--- config.mk ---
export PLATFORM = sky130hd
export DESIGN_NAME = tt_bin_clock_btn_cond_flat
export DESIGN_NICKNAME = d
export VERILOG_FILES = /design/src/rtl/tt_bin_clock_btn_cond_if.sv /design/src/rtl/tt_bin_clock_btn_cond.sv /design/src/flat_wrapper.sv
export SDC_FILE = /design/constraint.sdc
export NUM_CORES = 1
export LEC_CHECK = 0
export CAP_MARGIN = 10
export CORE_ASPECT_RATIO = 1.5
export CORE_MARGIN = 2
export CORE_UTILIZATION = 40
export CTS_CLUSTER_SIZE = 28
export DETAILED_ROUTE_END_ITERATION = 8
export PLACE_DENSITY = 0.56
export RECOVER_POWER = 100
export SLEW_MARGIN = 40
export SYNTH_ARGS = -nofsm -noshare
export SYNTH_HDL_FRONTEND = slang
export SYNTH_SLANG_ARGS = --single-unit
--- constraint.sdc ---
create_clock -name clk_i -period 6.6 [get_ports clk_i]
set_clock_uncertainty 0.2 [all_clocks]
set_input_delay 1.32 -clock clk_i [delete_from_list [all_inputs] [get_ports clk_i]]
set_output_delay 1.32 -clock clk_i [all_outputs]
set_load 0.01 [all_outputs]
--- src/rtl/tt_bin_clock_btn_cond_if.sv ---
// Button-conditioner bus: raw buttons and repeat enable in, clean pulses and
// debounced levels out. Bit 2p+1 = increment, bit 2p = decrement for pair p.
interface tt_bin_clock_btn_cond_if #(
   parameter int NUM_PAIRS = 3
);
   logic [2*NUM_PAIRS-1:0] btn_i;
   logic                   rpt_en_i;
   logic [2*NUM_PAIRS-1:0] id_o;
   logic [2*NUM_PAIRS-1:0] stable_o;

   // Source of the buttons (board / testbench).
   modport master (
      output btn_i,
      output rpt_en_i,
      input  id_o,
      input  stable_o
   );

   // The conditioner itself.
   modport slave (
      input  btn_i,
      input  rpt_en_i,
      output id_o,
      output stable_o
   );
endinterface

--- src/rtl/tt_bin_clock_btn_cond.sv ---
// Button conditioner for the binary clock core: synchronizes raw buttons,
// debounces them, and turns presses into single-cycle inc/dec pulses with
// optional auto-repeat. Both buttons of a pair held together cancel each other.
module tt_bin_clock_btn_cond #(
   parameter int NUM_PAIRS  = 3,
   parameter int DB_CNT     = 100000,
   parameter int RPT_DELAY  = 5000000,
   parameter int RPT_PERIOD = 1000000
) (
   input  logic                    clk_i,
   input  logic                    rst_i,
   tt_bin_clock_btn_cond_if.slave  bus
);

   localparam int NB    = 2 * NUM_PAIRS;
   localparam int MAX_A = (DB_CNT > RPT_DELAY) ? DB_CNT : RPT_DELAY;
   localparam int MAX_P = (MAX_A > RPT_PERIOD) ? MAX_A : RPT_PERIOD;
   localparam int CW    = $clog2(MAX_P) + 1;

   localparam logic [CW-1:0] DB_LAST  = CW'(DB_CNT - 1);
   localparam logic [CW-1:0] DLY_LAST = CW'(RPT_DELAY - 1);
   localparam logic [CW-1:0] PER_LAST = CW'(RPT_PERIOD - 1);

   logic [NB-1:0] s1_q, s1_d;
   logic [NB-1:0] s2_q, s2_d;
   logic [NB-1:0] stable_q, stable_d;
   logic [NB-1:0] id_q, id_d;
   logic [NB-1:0] phase_q, phase_d;      // 0 = waiting RPT_DELAY, 1 = repeating
   logic [CW-1:0] db_cnt_q [NB];
   logic [CW-1:0] db_cnt_d [NB];
   logic [CW-1:0] hold_q   [NB];
   logic [CW-1:0] hold_d   [NB];

   logic [NB-1:0] conf_cur;              // per bit: its pair is in conflict now
   logic [NB-1:0] conf_nxt;              // per bit: its pair conflicts after this edge
   logic [NB-1:0] rpt_act;
   logic [NB-1:0] rpt_fire;

   // Two-flop synchronizer feeding the debouncers.
   always_comb begin
      s1_d = bus.btn_i;
      s2_d = s1_q;
   end

   // Debounce: the stable level flips only after DB_CNT consecutive differing samples.
   always_comb begin
      // NOTE: every output gets a default before any branch, so no path leaves it unassigned and no latch is inferred.
      stable_d = stable_q;
      for (int b = 0; b < NB; b++) begin
         db_cnt_d[b] = '0;
         if (s2_q[b] != stable_q[b]) begin
            if (db_cnt_q[b] == DB_LAST) begin
               stable_d[b] = s2_q[b];
            end else begin
               db_cnt_d[b] = db_cnt_q[b] + 1'b1;
            end
         end
      end
   end

   // Pair conflict, both for the current and the upcoming debounced state.
   always_comb begin
      conf_cur = '0;
      conf_nxt = '0;
      for (int p = 0; p < NUM_PAIRS; p++) begin
         conf_cur[2*p +: 2] = {2{&stable_q[2*p +: 2]}};
         conf_nxt[2*p +: 2] = {2{&stable_d[2*p +: 2]}};
      end
   end

   // Repeat qualification: held steadily, enabled, and no conflict on either side of the edge.
   always_comb begin
      rpt_act  = '0;
      rpt_fire = '0;
      for (int b = 0; b < NB; b++) begin
         rpt_act[b]  = bus.rpt_en_i & stable_q[b] & stable_d[b] & ~conf_cur[b] & ~conf_nxt[b];
         rpt_fire[b] = rpt_act[b] &
                       (phase_q[b] ? (hold_q[b] == PER_LAST) : (hold_q[b] == DLY_LAST));
      end
   end

   // Hold counters and output pulses; a press edge always sees rpt_act=0 and clears the counter.
   always_comb begin
      phase_d = phase_q;
      id_d    = '0;
      for (int b = 0; b < NB; b++) begin
         hold_d[b] = '0;
         if (rpt_fire[b]) begin
            phase_d[b] = 1'b1;
         end else if (rpt_act[b]) begin
            hold_d[b] = hold_q[b] + 1'b1;
         end else begin
            phase_d[b] = 1'b0;
         end
      end
      id_d = ((stable_d & ~stable_q) | rpt_fire) & ~conf_nxt;
   end

   // State register with synchronous reset.
   always_ff @(posedge clk_i) begin
      if (rst_i) begin
         s1_q     <= '0;
         s2_q     <= '0;
         stable_q <= '0;
         id_q     <= '0;
         phase_q  <= '0;
         // NOTE: these counter arrays are small flop banks, not RAM, so they are reset like any other state.
         for (int b = 0; b < NB; b++) begin
            db_cnt_q[b] <= '0;
            hold_q[b]   <= '0;
         end
      end else begin
         // NOTE: non-blocking assignments here so every flop samples the pre-edge values computed above.
         s1_q     <= s1_d;
         s2_q     <= s2_d;
         stable_q <= stable_d;
         id_q     <= id_d;
         phase_q  <= phase_d;
         for (int b = 0; b < NB; b++) begin
            db_cnt_q[b] <= db_cnt_d[b];
            hold_q[b]   <= hold_d[b];
         end
      end
   end

   assign bus.id_o     = id_q;
   assign bus.stable_o = stable_q;

endmodule

--- src/flat_wrapper.sv ---
// flat-port wrapper written by rule: the top's interface ports become plain ports
module tt_bin_clock_btn_cond_flat 
#(
   parameter int NUM_PAIRS  = 3,
   parameter int DB_CNT     = 100000,
   parameter int RPT_DELAY  = 5000000,
   parameter int RPT_PERIOD = 1000000
)
  (clk_i, rst_i, bus_btn_i, bus_rpt_en_i, bus_id_o, bus_stable_o);
  tt_bin_clock_btn_cond_if #(.NUM_PAIRS(NUM_PAIRS)) bus_i ();
  input  logic clk_i;
  input  logic rst_i;
  input wire logic [$bits(bus_i.btn_i)-1:0] bus_btn_i;
  input wire logic [$bits(bus_i.rpt_en_i)-1:0] bus_rpt_en_i;
  output wire logic [$bits(bus_i.id_o)-1:0] bus_id_o;
  output wire logic [$bits(bus_i.stable_o)-1:0] bus_stable_o;
  assign bus_i.btn_i = bus_btn_i;
  assign bus_i.rpt_en_i = bus_rpt_en_i;
  assign bus_id_o = bus_i.id_o;
  assign bus_stable_o = bus_i.stable_o;
  tt_bin_clock_btn_cond #(.NUM_PAIRS(NUM_PAIRS), .DB_CNT(DB_CNT), .RPT_DELAY(RPT_DELAY), .RPT_PERIOD(RPT_PERIOD)) u_core (.clk_i(clk_i), .rst_i(rst_i), .bus(bus_i));
endmodule
# [Word level (Yosys, flattened, before mapping)]
# Memories as Yosys holds them, arrays and structs flattened.
# Cells that the tools add are included.
[op_classes] addsub=12 n_eq_ne=30 n_mux=69 bitwise_logic=53 reduce_logical=6
[ops] cell="two-way mux 24 bit" n=36
[ops] cell="adder 24 x 1 -> 24 bit (second input constant)" n=12
[ops] cell="== test 24 x 17 -> 1 bit (second input constant)" n=6
[ops] cell="== test 24 x 20 -> 1 bit (second input constant)" n=6
[ops] cell="== test 24 x 23 -> 1 bit (second input constant)" n=6
[ops] cell="two-way mux 1 bit" n=33
[ops] cell="bitwise AND 1 bit" n=30
[ops] cell="bitwise AND 6 bit" n=2
[ops] cell="inequality test 2 bit (second input constant)" n=6
[ops] cell="NOT 6 bit" n=2
[ops] cell="bitwise OR 1 bit" n=12
[ops] cell="AND reduction 2 bit" n=6
[ops] cell="inequality test 1 bit" n=6
[ops] cell="NOT 1 bit" n=6
[ops] cell="bitwise OR 6 bit" n=1
[word_totals] register_bits=30 ramBits=288 in_bits=9 out_inout_bits=12 wordCells=182 mem_count=2
[mem_list] name="u_core.db_cnt_q" depth=6 width=24 rd=6 rd_clocked_by_memory_dff=0 write_ports=6 line="tt_bin_clock_btn_cond.sv:29" text="logic [CW-1:0] db_cnt_q [NB];"
[mem_list] name="u_core.hold_q" depth=6 width=24 rd=6 rd_clocked_by_memory_dff=0 write_ports=6 line="tt_bin_clock_btn_cond.sv:31" text="logic [CW-1:0] hold_q [NB];"

# [Logic depth before layout (Yosys ltp)]
# Gate-level depths: netlist (run 1).
[depth] word_depth=9 mapped_depth=9 ltp_nobuf=6

# [Worst setup path after synthesis (run 1)]
# Ideal clock, no wire load.
[synth_timing] path_type="input port to flip-flop" from="in rst_i" to="mem u_core.hold_q[0][53] (netlist bit)" setup_time_ns=0.064 arrival_ns=2.509 required_time_ns=6.336 setup_slack_ns=3.827 stages=6 path_buffers=1 cell_sequence="clkinv_1 nand2_1 or4_1 a211o_1 buf_2 nor2_1"
[synth_rtl] item="from (decl)" line="flat_wrapper.sv:12" text="input logic rst_i;"
[synth_rtl] item="to (decl)" line="tt_bin_clock_btn_cond.sv:31"

==> impl_metrics.csv, run 1 <==
group,metric,value,unit
yosys,yosysTopAreaCell,"dfxtp_1",
timing,maxSlewViolCount,0,
yosys,yosysMostFrequentCell,"dfxtp_1",
route,routed_wl,28600,µm
power,vdd_drop_max,0.178,mV
timing,fmax,217,MHz
critical_path,critical_path_class,"in2reg",
global_routing,grt_util_all_layers,15.7,%
layout,fillers,3347,
clock_network,cts_hold_buf,0,
route,dr.pass1.iters,4,
global_routing,grt_pass1_vias,10442,
critical_path,worst_ep_arrival_time,4.77,ns
yosys,synthTopCellsByArea,"dfxtp_1 (45%), xor2_1 (9.4%), nor2_1 (7.4%)",
critical_path,crit_chain,"dlygate4sd3_1 > clkbuf_1 > clkinv_1 > o311ai_0 > a211o_1 > nor2_1",
critical_path,worstSetupStartpointType,"input port",
route,ant_nets,0,
power,cellLeakagePower,4.96,nW
clock_network,cts_tree,"built",
global_routing,grt_pass1_wl,48700,µm
yosys,synth_edf_count,0,
power,switching_share,20.0,%
placement,io_buffers,20,
yosys,synth_flop_cell,"dfxtp_1",
power,finalPower,3.89,mW
route,drtIter0Drc,445,
yosys,syn_area_per_cell,8.80,µm²
clock_network,clk_pin_slew,0.06,ns
power,switchingPower,0.777,mW
critical_path,critPathTopFamily,"buffers and inverters",
yosys,synthArstFlopShare,0,%
timing,tightest_slew,1.36,ns
placement,place_hpwl,19700,µm
floorplanning,die_h,235,µm
job,max_cap_viol_count,0,
timing,rsz0062_at_grt,"no",
critical_path,crit_path_end_kind,"register",
hold_path,min_path_type,"reg2reg",
critical_path,cp_max_fo,25,
clock_network,post_cts_buffers,0,
floorplanning,rows,84,
timing,fin_crit,4.60,ns
power,power.internal,3.11,mW
yosys,synth-seq-cells,318,
critical_path,slowest_delay,0.99,ns
power,clkPwrFrac,49.8,%
power,pwr-share-seq,49.6,%
global_routing,grt_max_degree,28,
yosys,ys_types,68,
floorplanning,ios,21,
power,pwr-share-comb,0.6,%
yosys,synth_top_area_share,44.9,%
layout,nets,1649,
yosys,seq_area_frac_synth,44.9,%
clock_network,cts_root_buf,"clkbuf_16",
route,avgViaCountPerCell,5.13,
placement,placed_cells,2065,
layout,layout.cells.non_filler,2123,
clock_network,cts_max_level,2,
timing,setup_violations,0,
clock_network,cts.repair.resized,0,
floorplanning,start_util,40.5,%
critical_path,cp_slowest_cell,"clkbuf_1",
layout,area_growth,12.6,%
timing,finalHoldViolCount,0,
clock_network,cts_buffers,34,
timing,setup_ws,2.00,ns
yosys,yosysWarnings,0,
clock_network,clock_latency,0.52,ns
clock_network,clockBufferDepth,3,
route,num_vias,10888,
run_status,status,"finished, final reports clean",
timing,slew-limit-headroom,9.09,%
clock_network,cts.sinks,318,
yosys,synthTopCellsByCount,"dfxtp_1 (318), nor2_1 (279), xor2_1 (152)",
yosys,synthesis.area,14200,µm²
power,powerDensity,244,nW/µm²
timing,fin_setup_tns,0,ns
yosys,syn-num-nets,1632,
critical_path,critical_path_required,6.77,ns
layout,antenna_cells,0,
global_routing,antenna_found_initial,0,
critical_path,path_buf_inv,3,
floorplanning,die_w,158,µm
floorplanning,fp.coreArea,35000,µm²
route,wl_per_cell,13.5,µm
yosys,synth_cells,1611,
layout,layout-drive-gt1-share,4.85,%
route,drcViolationCount,0,
placement,dp_slack,2.52,ns
global_routing,overflow,0,
timing,post-route-period-util,69.7,%
placement,place.gp.congestion,0.792,
floorplanning,fp.dieArea,37000,µm²
-- cell usage in the layout, fill, tap and decap left out, drive strengths merged, types with 3 or more instances in the layout --
master         synthesis  routed
nor4bb                 6       6
and2                  15      15
o2111ai                3       3
nand2                 95      95
nor2b                 15      15
nor3                  89      89
or4b                   7       7
or4                    8       8
o21ai                 15      15
nor3b                  5       5
xnor2                106     106
or3                   23      23
a21oi                 13      13
inv                   38      39
clkdlybuf4s50          0       7
clkinv                 1       5
bufinv                 0       3
nand4b                 4       4
clkbuf                23      51
or4bb                  3       3
nor4                  37      37
nor2                 279     279
a22oi                  3       3
and4                  28      28
nand4                 80      80
xor2                 152     152
ha                    12      12
nor4b                 16      16
nand3                111     111
dlygate4sd3            0      13
buf                   22       4
a211oi                 3       3
and3                  52      52
dfxtp                318     318
-- per-layer routing --
metal | routed length [µm] | global-route usage [%] | share of wire (%) | vias to the layer above
met2 | 14800 | 29.7 | 52 | 106
met3 | 835 | 2.80 | 2.9 | 43
met1 | 12200 | 17.5 | 43 | 5102
met5 | 0 | 0 | 0 | -
met4 | 693 | 5.23 | 2.4 | 0
li1 | - | - | - | 5637
-- registers in the layout, summed over array words and instances, names as in the netlist --
| register | cells |
|---|---|
| u_core.phase_q | 6 |
| u_core.bus.id_o | 6 |
| u_core.s2_q | 6 |
| u_core.db_cnt_q | 144 |
| u_core.s1_q | 6 |
| u_core.bus.stable_o | 6 |
| u_core.hold_q | 144 |
-- area by class of cell --
cell class	instances	area [µm²]	share of cell area, %
Multi-Input combinational cell	1209	7470	46.8
Sequential cell	318	6370	39.9
Clock buffer	49	1010	6.32
Tap cell	473	592	3.71
Timing Repair Buffer	26	245	1.54
Inverter	39	146	0.918
Clock inverter	9	126	0.792
-- final timing paths --
path                                            start                      to  depth (start not counted)  slack, ns
worst max register to register  u_core.db_cnt_q[1][7]  u_core.db_cnt_q[1][23]                          5       3.69
worst min register to register         u_core.s1_q[0]          u_core.s2_q[0]                          1       0.23
worst max-delay path                            rst_i    u_core.hold_q[0][68]                          6       2.00
worst min-delay path                   u_core.s1_q[0]          u_core.s2_q[0]                          1       0.23
-- power by group through the flow --
stage               sequential [mW]  combinational, mW  clock (mW)
detailed placement             1.97             0.0258           0
global placement               1.97             0.0257           0
finish                         1.93             0.0242        1.94
floorplan                      1.97             0.0142           0
global route                   1.93             0.0272        2.08
CTS                            1.93             0.0259        2.01
-- cell families (layout without fill, tap and decap cells) --
logic type | count (synthesis) | after routing | synth area share [%]
AND/OR/NAND/NOR | 879 | 879 | 32.2
flip-flops | 318 | 318 | 44.9
XOR/XNOR | 258 | 258 | 15.9
buffers and inverters | 84 | 123 | 2.63
AO/OA/AOI/OAI | 57 | 57 | 3.01
adder cells (fa/ha/maj) | 12 | 12 | 1.06
multiplexers | 3 | 3 | 0.221
-- metrics by stage --
stage | utilization, % | area [µm²] | hold WS (ns)
2_1_floorplan | - | 14200 | 0.213
3_3_place_gp | 42.2 | 14800 | 0.219
3_5_place_dp | 42.4 | 14800 | 0.222
4_1_cts | 45.6 | 16000 | 0.237
5_1_grt | 45.6 | 16000 | 0.246
6_report | 45.6 | 16000 | 0.233
No activity file was read; power rests on OpenSTA's default activity.
==> run 2, diff against run 1 <==
==> constraint.sdc (replaced) <==
create_clock -name clk_i -period 4.4 [get_ports clk_i]
set_clock_uncertainty 0.2 [all_clocks]
set_input_delay 0.88 -clock clk_i [delete_from_list [all_inputs] [get_ports clk_i]]
set_output_delay 0.88 -clock clk_i [all_outputs]
set_load 0.01 [all_outputs]
==> run 2 against run 1 <==
Effect of this change:
- setup slack worse by 1.0 ns
- sequential power up 50%
- routed wire length rose by 0.92%
- flip-flop and latch count unchanged
- sequential share of layout area increased by 0.18 points
- clock power is 45% higher
- worst hold slack about the same
- total power increased by 48%
- global-route usage is 0.23 points higher
- register-to-register slack lost 2.6 ns
- critical endpoint is now u_core.hold_q[0][106]
==> impl_metrics.csv, run 2 (synthesis results as in run 1) <==
group,metric,value,unit
clock_network,cts.sinks,318,
timing,fin_setup_tns,0,ns
clock_network,cts.repair.resized,0,
clock_network,post_cts_buffers,0,
layout,layout-drive-gt1-share,4.43,%
hold_path,min_path_type,"reg2reg",
timing,maxSlewViolCount,0,
critical_path,critical_path_required,4.55,ns
layout,antenna_cells,0,
critical_path,r2r-start,"u_core.db_cnt_q[5][18]",
floorplanning,ios,21,
route,drcViolationCount,0,
global_routing,antenna_found_initial,0,
timing,rsz0062_at_grt,"no",
layout,most-common-layout-cells,"dfxtp_1 (318), nor2_1 (279), xor2_1 (152)",
placement,place_hpwl,20000,µm
layout,area_growth,12.1,%
timing,fmax,294,MHz
floorplanning,die_w,158,µm
job,max_cap_viol_count,0,
route,num_vias,10863,
floorplanning,die_h,235,µm
clock_network,clockBufferDepth,3,
clock_network,cts_buffers,35,
global_routing,grt_max_degree,28,
global_routing,overflow,0,
clock_network,cts_max_level,2,
global_routing,grt_util_all_layers,16.0,%
power,vdd_drop_max,0.287,mV
critical_path,worst_ep_arrival_time,3.55,ns
route,drtIter0Drc,462,
route,wl_per_cell,13.6,µm
timing,finalHoldViolCount,0,
power,powerDensity,362,nW/µm²
global_routing,grt_pass1_wl,49400,µm
timing,fin_crit,3.40,ns
floorplanning,fp.dieArea,37000,µm²
layout,multi_input_area,7440,µm²
route,ant_nets,0,
clock_network,clock_latency,0.52,ns
layout,nets,1652,
timing,post-route-period-util,77.3,%
floorplanning,start_util,40.5,%
timing,tightest_slew,1.16,ns
critical_path,cp_max_fo,24,
route,avgViaCountPerCell,5.12,
critical_path,crit_path_end_kind,"register",
clock_network,cts_tree,"built",
layout,fillers,3499,
timing,setup_violations,0,
layout,reg_top3,"u_core.db_cnt_q (144), u_core.hold_q (144)",
critical_path,worstSetupStartpointType,"input port",
timing,slew-limit-headroom,22.6,%
clock_network,cts_hold_buf,0,
clock_network,cts_root_buf,"clkbuf_16",
critical_path,critPathLaunch,"rst_i",
layout,seq_area,6370,µm²
power,cellLeakagePower,4.94,nW
placement,place.gp.congestion,0.773,
critical_path,critical_path_class,"in2reg",
placement,placed_cells,2067,
route,routed_wl,28800,µm
clock_network,clk_pin_slew,0.06,ns
layout,final_common_cell,"dfxtp_1",
global_routing,grt_pass1_vias,10591,
floorplanning,rows,84,
run_status,status,"finished, final reports clean",
route,dr.pass1.iters,4,
floorplanning,fp.coreArea,35000,µm²
layout,layout.cells.non_filler,2121,
hold_path,min_from,"u_core.s1_q[4]",
placement,io_buffers,20,
## run 2: layer usage
layer | up-vias | part of all wire [%] | global-route usage (%)
li1 | 5635 | - | -
met3 | 52 | 2.9 | 2.43
met4 | 0 | 2.7 | 6.05
met2 | 88 | 52 | 29.5
met1 | 5088 | 43 | 18.3
met5 | - | 0 | 0
## run 2: worst max-delay path, stage by stage
cell and delay (ns):
dlygate4sd3_1 0.86, clkinv_1 0.49, and4_1 0.36, o2111ai_2 0.83, nor2_1 0.12
## run 2: layout make-up
cell class / count / share of cell area [%]
Inverter: 39 / 0.922
Clock inverter: 8 / 0.646
Timing Repair Buffer: 28 / 1.54
Sequential cell: 318 / 40.1
Tap cell: 473 / 3.73
Multi-Input combinational cell: 1209 / 46.8
Clock buffer: 46 / 6.23
## run 2: worst paths after layout
path	endpoint	slack (ns)	depth (start not counted)
worst max register to register	u_core.phase_q[5]	1.07	6
worst max-delay path	u_core.hold_q[0][106]	1.0	5
worst min-delay path	u_core.s2_q[4]	0.23	1
worst min register to register	u_core.s2_q[4]	0.23	1
## run 2: per-stage QoR
stage / util [%] / instance area (µm²) / hold slack [ns] / power [mW] / setup slack [ns]
after floorplan: - / 14200 / 0.213 / 2.97 / 1.98
after global placement: 42.3 / 14800 / 0.222 / 2.99 / 0.759
after detailed placement: 42.4 / 14800 / 0.222 / 2.99 / 0.705
after CTS: 45.5 / 15900 / 0.235 / 5.86 / 1.24
after global routing: 45.4 / 15900 / 0.253 / 5.96 / 0.669
final: 45.4 / 15900 / 0.233 / 5.75 / 0.997
## run 2: report_power, final
group	leakage [nW]	internal (mW)	switching, mW
combinational	1.84	0.0135	0.0233
sequential	2.56	2.89	0.00422
clock	0.535	1.69	1.13
